**config.mk**
```make
export PLATFORM = sky130hd
export DESIGN_NAME = mouse_quadrature_gen
export DESIGN_NICKNAME = d
export VERILOG_FILES = /design/src/rtl/mouse_quadrature_gen.sv
export SDC_FILE = /design/constraint.sdc
export NUM_CORES = 1
export LEC_CHECK = 0
export BUFFER_PORTS_ARGS = -buffer_cell sky130_fd_sc_hd__buf_2
export CORE_MARGIN = 2
export CORE_UTILIZATION = 55
export CTS_CLUSTER_DIAMETER = 30
export DETAILED_ROUTE_END_ITERATION = 12
export PLACE_DENSITY_LB_ADDON = 0.25
export SKIP_LAST_GASP = 1
export SLEW_MARGIN = 20
export SYNTH_ARGS = -nofsm -noshare
export SYNTH_HDL_FRONTEND = slang
export SYNTH_SLANG_ARGS = --single-unit
```
**constraint.sdc**
```tcl
create_clock -name clk -period 4.4 [get_ports clk]
set_input_delay 0.66 -clock clk [delete_from_list [all_inputs] [get_ports clk]]
set_output_delay 0.66 -clock clk [all_outputs]
set_load 0.005 [all_outputs]
```
**src/rtl/mouse_quadrature_gen.sv**
```systemverilog
// Purpose : turns PS/2 mouse packets into per-axis direction/step-clock pairs for a trackball input.
// Ports   : clk/reset, flip, mouse_speed, ps2_mouse packet bus -> h_dir/h_clk, v_dir/v_clk (all registered).
// Timing  : packet delta lands in the accumulator 1 cycle after detection; steps paced one per STEP_DIV cycles.
module mouse_quadrature_gen #(
  parameter int ACC_W    = 14,
  parameter int STEP_DIV = 1200
) (
  input  logic        clk,
  input  logic        reset,
  input  logic        flip,
  input  logic [1:0]  mouse_speed,
  input  logic [24:0] ps2_mouse,
  output logic        h_dir,
  output logic        h_clk,
  output logic        v_dir,
  output logic        v_clk
);

  // Largest scaled delta is 256 * 8 = 2048, which needs 13 signed bits.
  localparam int DW = 13;
  // Working width wide enough that acc + delta - consume can never wrap before saturation.
  localparam int SW = ((ACC_W > DW) ? ACC_W : DW) + 2;
  localparam int CW = (STEP_DIV > 2) ? $clog2(STEP_DIV) : 1;
  localparam logic signed [SW-1:0] ACC_MAX = SW'((1 << (ACC_W - 1)) - 1);
  localparam logic signed [SW-1:0] FOUR    = SW'(4);

  // Packet detection
  logic tog_q;
  logic new_pkt;
  assign new_pkt = ps2_mouse[24] ^ tog_q;

  logic unused_bits;
  assign unused_bits = ^{ps2_mouse[7:6], ps2_mouse[3:0]};

  logic signed [9:0] dx_raw;
  logic signed [9:0] dy_raw;
  // Y is negated so that "down" (mouse Y negative) accumulates as positive.
  assign dx_raw = {ps2_mouse[4], ps2_mouse[4], ps2_mouse[15:8]};
  assign dy_raw = -$signed({ps2_mouse[5], ps2_mouse[5], ps2_mouse[23:16]});

  // Speed is sampled with the packet, so a speed change only affects later packets.
  function automatic logic signed [DW-1:0] scale(input logic signed [9:0] d,
                                                  input logic [1:0] sp);
    logic signed [DW-1:0] e;
    e = {{(DW-10){d[9]}}, d};
    case (sp)
      2'b00:   scale = e <<< 2;
      2'b01:   scale = e <<< 3;
      2'b10:   scale = e;
      default: scale = e <<< 1;
    endcase
  endfunction

  logic                 pkt_vld;
  logic signed [DW-1:0] dx_q;
  logic signed [DW-1:0] dy_q;

  // Shared step prescaler
  logic [CW-1:0] cnt;
  logic          tick;

  // One axis: decide on dir update / toggle, then fold in delta and consumption together.
  function automatic void axis_next(input  logic signed [ACC_W-1:0] acc,
                                    input  logic                    dir,
                                    input  logic signed [DW-1:0]    delta,
                                    input  logic                    add,
                                    input  logic                    tck,
                                    input  logic                    flp,
                                    output logic signed [ACC_W-1:0] acc_n,
                                    output logic                    dir_n,
                                    output logic                    tgl);
    logic signed [SW-1:0] a;
    logic signed [SW-1:0] cons;
    logic signed [SW-1:0] sum;
    logic                 want;
    a     = SW'(acc);
    cons  = '0;
    dir_n = dir;
    tgl   = 1'b0;
    want  = (a > 0) ^ flp;
    if (tck && ((a >= FOUR) || (a <= -FOUR))) begin
      // A direction change costs one tick with no edge, giving the game a full
      // step period of direction setup before the next clock toggle.
      if (want != dir) begin
        dir_n = want;
      end else begin
        tgl  = 1'b1;
        cons = (a > 0) ? FOUR : -FOUR;
      end
    end
    sum = a + (add ? SW'(delta) : '0) - cons;
    if (sum > ACC_MAX)       acc_n = ACC_MAX[ACC_W-1:0];
    else if (sum < -ACC_MAX) acc_n = (-ACC_MAX);
    else                     acc_n = sum[ACC_W-1:0];
  endfunction

  logic signed [ACC_W-1:0] h_acc;
  logic signed [ACC_W-1:0] v_acc;
  logic signed [ACC_W-1:0] h_acc_n;
  logic signed [ACC_W-1:0] v_acc_n;
  logic                    h_dir_n;
  logic                    v_dir_n;
  logic                    h_tgl;
  logic                    v_tgl;

  always_comb begin
    h_acc_n = h_acc;
    v_acc_n = v_acc;
    h_dir_n = h_dir;
    v_dir_n = v_dir;
    h_tgl   = 1'b0;
    v_tgl   = 1'b0;
    axis_next(h_acc, h_dir, dx_q, pkt_vld, tick, flip, h_acc_n, h_dir_n, h_tgl);
    axis_next(v_acc, v_dir, dy_q, pkt_vld, tick, flip, v_acc_n, v_dir_n, v_tgl);
  end

  always_ff @(posedge clk or posedge reset) begin
    if (reset) begin
      tog_q   <= 1'b0;
      pkt_vld <= 1'b0;
      dx_q    <= '0;
      dy_q    <= '0;
      cnt     <= '0;
      tick    <= 1'b0;
      h_acc   <= '0;
      v_acc   <= '0;
      h_dir   <= 1'b0;
      v_dir   <= 1'b0;
      h_clk   <= 1'b0;
      v_clk   <= 1'b0;
    end else begin
      tog_q   <= ps2_mouse[24];
      pkt_vld <= new_pkt;
      if (new_pkt) begin
        dx_q <= scale(dx_raw, mouse_speed);
        dy_q <= scale(dy_raw, mouse_speed);
      end
      if (cnt == CW'(STEP_DIV - 1)) cnt <= '0;
      else                          cnt <= cnt + CW'(1);
      // Tick is high during the cycle the count sits at 0 after wrapping.
      tick  <= (cnt == CW'(STEP_DIV - 1));
      h_acc <= h_acc_n;
      v_acc <= v_acc_n;
      h_dir <= h_dir_n;
      v_dir <= v_dir_n;
      if (h_tgl) h_clk <= ~h_clk;
      if (v_tgl) v_clk <= ~v_clk;
    end
  end

endmodule

```
==> results of run 1 <==
[stage by stage]
stage / hold slack, ns / setup slack [ns] / utilization [%]
2_1_floorplan: 0.430 / 0.0756 / -
3_3_place_gp: 0.449 / -0.00162 / 60.9
3_5_place_dp: 0.458 / -0.0423 / 60.9
4_1_cts: 0.438 / 0.00530 / 63.2
5_1_grt: 0.424 / -0.199 / 67.6
6_report: 0.440 / -0.0558 / 67.6
[layout make-up]
class                           count  area, um^2
Sequential cell                    71        1780
Timing Repair Buffer               65         473
Clock inverter                      7        95.1
Clock buffer                        9         124
Inverter                           91         342
Fill cell                         829        3370
Tap cell                          136         170
Multi-Input combinational cell    522        4060
[cells by family after synthesis]
kind of cell | share of synthesized area [%]
AND/OR/NAND/NOR | 20.5
buffers and inverters | 7.36
flip-flops | 29.9
AO/OA/AOI/OAI | 18.0
multiplexers | 3.62
adder cells (fa/ha/maj) | 15.2
XOR/XNOR | 5.40
[how the worst max path moves through the flow]
stage,start,to,slack (ns),depth (start not counted)
floorplan,h_acc[7],h_acc[1],0.08,18
global placement,flip,v_acc[10],-0.002,14
detailed placement,flip,v_acc[10],-0.04,14
CTS,h_acc[9],h_acc[8],0.005,18
global route,h_acc[12],h_acc[8],-0.20,18
finish,h_acc[9],h_acc[3],-0.06,17
[cell usage after synthesis (all sizes together), types with 3 or more instances]
| master | count |
|---|---|
| a211oi | 6 |
| a21o | 7 |
| a21oi | 41 |
| a221oi | 5 |
| a31oi | 8 |
| and2 | 7 |
| and3 | 9 |
| buf | 5 |
| clkbuf | 18 |
| dfrtp | 71 |
| fa | 24 |
| ha | 34 |
| inv | 91 |
| mux2 | 4 |
| mux2i | 17 |
| nand2 | 79 |
| nand2b | 11 |
| nand3 | 23 |
| nand3b | 3 |
| nand4 | 8 |
| nand4b | 3 |
| nor2 | 62 |
| nor2b | 4 |
| nor3 | 20 |
| nor4 | 8 |
| o211a | 3 |
| o211ai | 11 |
| o21a | 4 |
| o21ai | 39 |
| o31ai | 7 |
| o41ai | 4 |
| or3 | 3 |
| xnor2 | 19 |
| xor2 | 16 |
[worst reg2reg max path, stage by stage, from the launching register on]
cell and delay, ns:
dfrtp_1 0.42, nor4_1 0.27, and3_2 0.27, a21oi_4 0.08, xor2_2 0.19, xnor2_1 0.15
nand2_1 0.15, nor2_4 0.24, buf_12 0.16, fa_1 0.40, inv_2 0.09, ha_4 0.22
a21o_1 0.22, o2111a_2 0.31, o41ai_4 0.41, xnor2_2 0.19, o21ai_4 0.34, nand3_1 0.20
[metal layers]
layer	vias to the layer above	GRT usage [%]	wire (um)
met5	-	0	0
met4	0	5.95	200
met3	24	4.46	659
met2	146	40.5	7020
met1	2572	35.6	6770
li1	2556	-	-
[sequential cells by signal (all words and copies together) (netlist names), 11 cells and up]
| register | flops |
|---|---|
| cnt | 11 |
| dx_q | 12 |
| dy_q | 13 |
| h_acc | 14 |
| v_acc | 14 |
[what timing repair did]
action	CTS	global route
gates resized for setup	2	68
setup endpoints to repair	5	26
setup buffers	2	14
pin swaps	3	25
gates cloned	0	2
hold endpoints to repair	0	0
==> impl_metrics.tcl, run 1 <==
set metrics [dict create \
    worst_slew_pin_slew_ns 0.960 \
    arrival_ns 4.66 \
    n_antenna_cell 0 \
    drtIter0Drc 345 \
    cts_tree "yes" \
    ctsHoldBuffers 0 \
    drt-total-wl_um 14700 \
    path_buf_inv 2 \
    synth_area_leaders "dfrtp_1, fa_1, ha_1, inv_1, nand2_1" \
    hold_viol_final 0 \
    grt_pass1_wl_um 23100 \
    rrSetupSlack_ns -0.06 \
    crit_type "reg -> reg" \
    finalCritPeriodShare_pct 101 \
    ys.flop_type "dfrtp_1" \
    gr-usage-all-layers_pct 25.1 \
    setup_viol 6 \
    fmax_mhz 224 \
    cts_made_buffers 9 \
    rsz0062_at_grt "true" \
    drc_errors 0 \
    setup_ws_ns -0.0558 \
    cts_root_buffer "clkbuf_8" \
    place_area_um2 6340 \
    synth_area_um2 5950 \
    port_buffers 27 \
    path_cells "nor4_1 > and3_2 > a21oi_4 > xor2_2 > xnor2_1 > nand2_1 > nor2_4 > buf_12 > fa_1 > inv_2 > ha_4 > a21o_1 > o2111a_2 > o41ai_4 > xnor2_2 > o21ai_4 > nand3_1" \
    syn_nets 795 \
    slew_viol_final 0 \
    cap_violations 0 \
    finalClockSkew_ns 0.0154 \
    holdCritStartpoint "ps2_mouse[24]" \
    drtAntennaViolNets 0 \
    first_global_vias 4893 \
    fp.dieArea_um2 11700 \
    wl_per_cell_um 16.3 \
    relSlewSlack_pct 35.9 \
    drive_above_1_share_pct 19.7 \
    final.setup.tns_ns -0.230 \
    status "finished with violations" \
    cp_slowest_cell "dfrtp_1" \
    synth_top_cell_area_share_pct 29.9 \
    netlist_instances 707 \
    clk_pin_slew_ns 0.08 \
    whs_endpoint "tog_q" \
    cp_max_fo 7 \
    mostFrequentLayoutCells "inv_1, nand2_1, dfrtp_1" \
    final_common_cell "inv_1" \
    synth_edf_count 0 \
    start_kind "register" \
    routed_via_density 5.88 \
    vias 5298 \
    async_reset_ff_share_pct 100 \
    crit_required_ns 4.60 \
    synth_warnings 0 \
    drt_first_pass_iters 6 \
    clock_sinks 71 \
    grt_overflow 0 \
    fin_cells 901 \
    rows 37 \
    crit_family "compound AO/OA/AOI/OAI gates" \
    htreeDepth 3 \
    regToRegEndpoint "h_acc[3]" \
    cp-end-kind "register" \
    syn_avg_cell_area_um2 8.42 \
    num-nets-final 848 \
    yosysTopAreaCell "dfrtp_1" \
    place.gp.congestion 0.875 \
    die_w_um 108 \
    reg2regPathDepth 17 \
    finalCriticalPeriod_ns 4.46 \
    synth_seq_area_share_pct 29.9 \
    hp-class "in -> reg" \
    grt_max_degree 46 \
    cts_buffer_depth 2 \
    dp_hpwl_um 10500 \
    timing.rr.start "h_acc[9]" \
    dp.cells 868 \
    syn_to_final_growth_pct 18.4 \
    clk_latency_ns 0.36 \
    violations "setup timing" \
    floorplan.die.height_um 108 \
    max_stage_delay_ns 0.42 \
    io_pins 34 \
    hold_depth 1 \
    initial_utilization_pct 57.1 \
    synth.distinct_cells 70 \
    design.core.area_um2 10400 \
    ys_seq_elements 71 \
    final_area_um2 7040 \
    antenna_found_initial 0 \
]
Power of run 1 is left out: the tool's default activity adds up to more than one toggle a clock period on the data nets, which glitch-free logic cannot reach.
==> inputs of run 2 (changes only) <==
--- a/config.mk
+++ b/config.mk
@@ -8,6 +8,7 @@
 export BUFFER_PORTS_ARGS = -buffer_cell sky130_fd_sc_hd__buf_2
 export CORE_MARGIN = 2
 export CORE_UTILIZATION = 55
+export CTS_BUF_LIST = sky130_fd_sc_hd__clkbuf_4
 export CTS_CLUSTER_DIAMETER = 30
 export DETAILED_ROUTE_END_ITERATION = 12
 export PLACE_DENSITY_LB_ADDON = 0.25
==> run 2 against run 1 <==
Net effect:
- the run still ends with setup timing left
- die area unchanged
- first-iteration DRC count up 6.4%
- final cell count unchanged
- clock-buffer cell count unchanged
- sequential share of layout area up 0.64 points
- non-clock buffer count unchanged
- clock skew up 0.0063 ns
- sequential cell count unchanged
- final area down 2.5%
- critical path depth up 2
- wire length down 3.7%
- global-route usage down 0.58 points
==> impl_metrics.tcl, run 2 (synthesis gave the netlist of run 1 again) <==
set metrics [dict create \
    status "finished with violations" \
    violations "setup timing" \
    rows 37 \
    met3_usage_pct 3.38 \
    reg2regPathDepth 19 \
    floorplan.die.height_um 108 \
    drc_errors 0 \
    gr-usage-all-layers_pct 24.6 \
    design.core.area_um2 10400 \
    n_antenna_cell 0 \
    holdCritStartpoint "ps2_mouse[24]" \
    drtAntennaViolNets 0 \
    reg.largest.list "h_acc x14, v_acc x14, dy_q x13" \
    vias 5215 \
    mostFrequentLayoutCells "inv_1, nand2_1, dfrtp_1" \
    first_global_vias 4866 \
    drtIter0Drc 367 \
    finalCriticalPeriod_ns 4.51 \
    rsz0062_at_grt "true" \
    grtUsageMet1_pct 35.4 \
    regToRegEndpoint "h_acc[8]" \
    relSlewSlack_pct 36.1 \
    setup_viol 10 \
    crit_type "reg -> reg" \
    slew_viol_final 0 \
    htreeDepth 3 \
    start_kind "register" \
    crit_required_ns 4.70 \
    clk_pin_slew_ns 0.13 \
    grt_pass1_wl_um 22800 \
    drive_above_1_share_pct 18.0 \
    wl_per_cell_um 15.7 \
    io_pins 34 \
    arrival_ns 4.81 \
    grt_max_degree 46 \
    grt_overflow 0 \
    hp-class "in -> reg" \
    cp-end-kind "register" \
    place.gp.congestion 0.875 \
    ctsHoldBuffers 0 \
    clock_sinks 71 \
    setup_ws_ns -0.112 \
    syn_to_final_growth_pct 15.5 \
    cp_max_fo 7 \
    cts_buffer_depth 2 \
    final_common_cell "inv_1" \
    antenna_found_initial 0 \
    port_buffers 27 \
    preCtsSetupSlack_ns -0.0423 \
    hold_depth 1 \
    routed_via_density 5.79 \
    clk_latency_ns 0.43 \
    die_w_um 108 \
    grt.met2_usage_pct 39.4 \
    top_usage_layer "met2" \
    dp_hpwl_um 10500 \
    rrSetupSlack_ns -0.11 \
    num-nets-final 848 \
    cts_root_buffer "clkbuf_4" \
    fmax_mhz 222 \
    timing.rr.start "h_acc[9]" \
    finalCritPeriodShare_pct 103 \
    drt_first_pass_iters 5 \
    fp.dieArea_um2 11700 \
    cts_made_buffers 9 \
    drt-total-wl_um 14100 \
    hold_viol_final 0 \
    whs_endpoint "tog_q" \
    worst_slew_pin_slew_ns 0.958 \
    finalClockSkew_ns 0.0217 \
    cap_violations 0 \
    initial_utilization_pct 57.1 \
    cts_tree "yes" \
]
-- run 2: cell count changes in the layout (fill, tap and decap cells not counted), moves of 2 or more --
cell,delta
clkbuf_4,+9
ha_1,+2
buf_6,-4
buf_4,+4
inv_1,+3
inv_2,-3
clkbuf_8,-9
ha_4,-3
-- run 2: layer usage --
layer  part of all wire [%]  vias up
li1                       -     2557
met1                     47     2502
met2                     47      134
met5                      0        -
met4                    1.2        0
met3                    4.6       22
-- run 2: worst max-delay path by stage --
| stage | to | start | slack (ns) |
|---|---|---|---|
| after floorplan | h_acc[1] | h_acc[7] | 0.08 |
| final | h_acc[8] | h_acc[9] | -0.11 |
| after detailed placement | v_acc[10] | flip | -0.04 |
| after global placement | v_acc[10] | flip | -0.002 |
| after global routing | h_acc[2] | h_acc[12] | -0.29 |
| after CTS | h_acc[8] | h_acc[9] | 0.01 |
-- run 2: area by class of cell --
class | count | area [um^2]
multi-input cells | 522 | 3970
fillers | 856 | 3550
flip-flops and latches | 71 | 1780
repair buffers | 65 | 452
inverters | 91 | 342
well taps | 136 | 170
clock inverters | 7 | 95.1
clock buffers | 9 | 67.6
-- run 2: through the flow --
stage,TNS [ns],hold WS (ns),area [um^2],std cells,util [%]
finish,-0.632,0.363,6870,901,65.9
global route,-2.64,0.343,6870,901,65.9
CTS,0,0.345,6540,886,62.8
detailed placement,-0.125,0.458,6340,868,60.9
global placement,-0.00162,0.449,6340,868,60.9
floorplan,0,0.430,5950,707,-
-- run 2: worst max-delay path, stage by stage, from the launching register on --
cell       delay (ns)
dfrtp_1          0.43
nor4_1           0.28
and3_2           0.27
a21oi_4          0.08
xor2_2           0.19
xnor2_1          0.13
nand2_1          0.15
nor2_4           0.24
clkbuf_16        0.19
fa_1             0.42
inv_2            0.10
ha_4             0.22
a21o_1           0.20
o2111a_2         0.30
o41ai_4          0.42
xnor2_2          0.09
buf_4            0.17
o21ai_4          0.28
buf_6            0.15
o21ai_1          0.08
-- run 2: timing repair --
action	in CTS	in global routing
cloned	0	2
setup buffers	2	13
setup endpoints to repair	4	26
resized for setup	3	45
pin swaps	3	16
Power of run 2 is left out for the same reason.
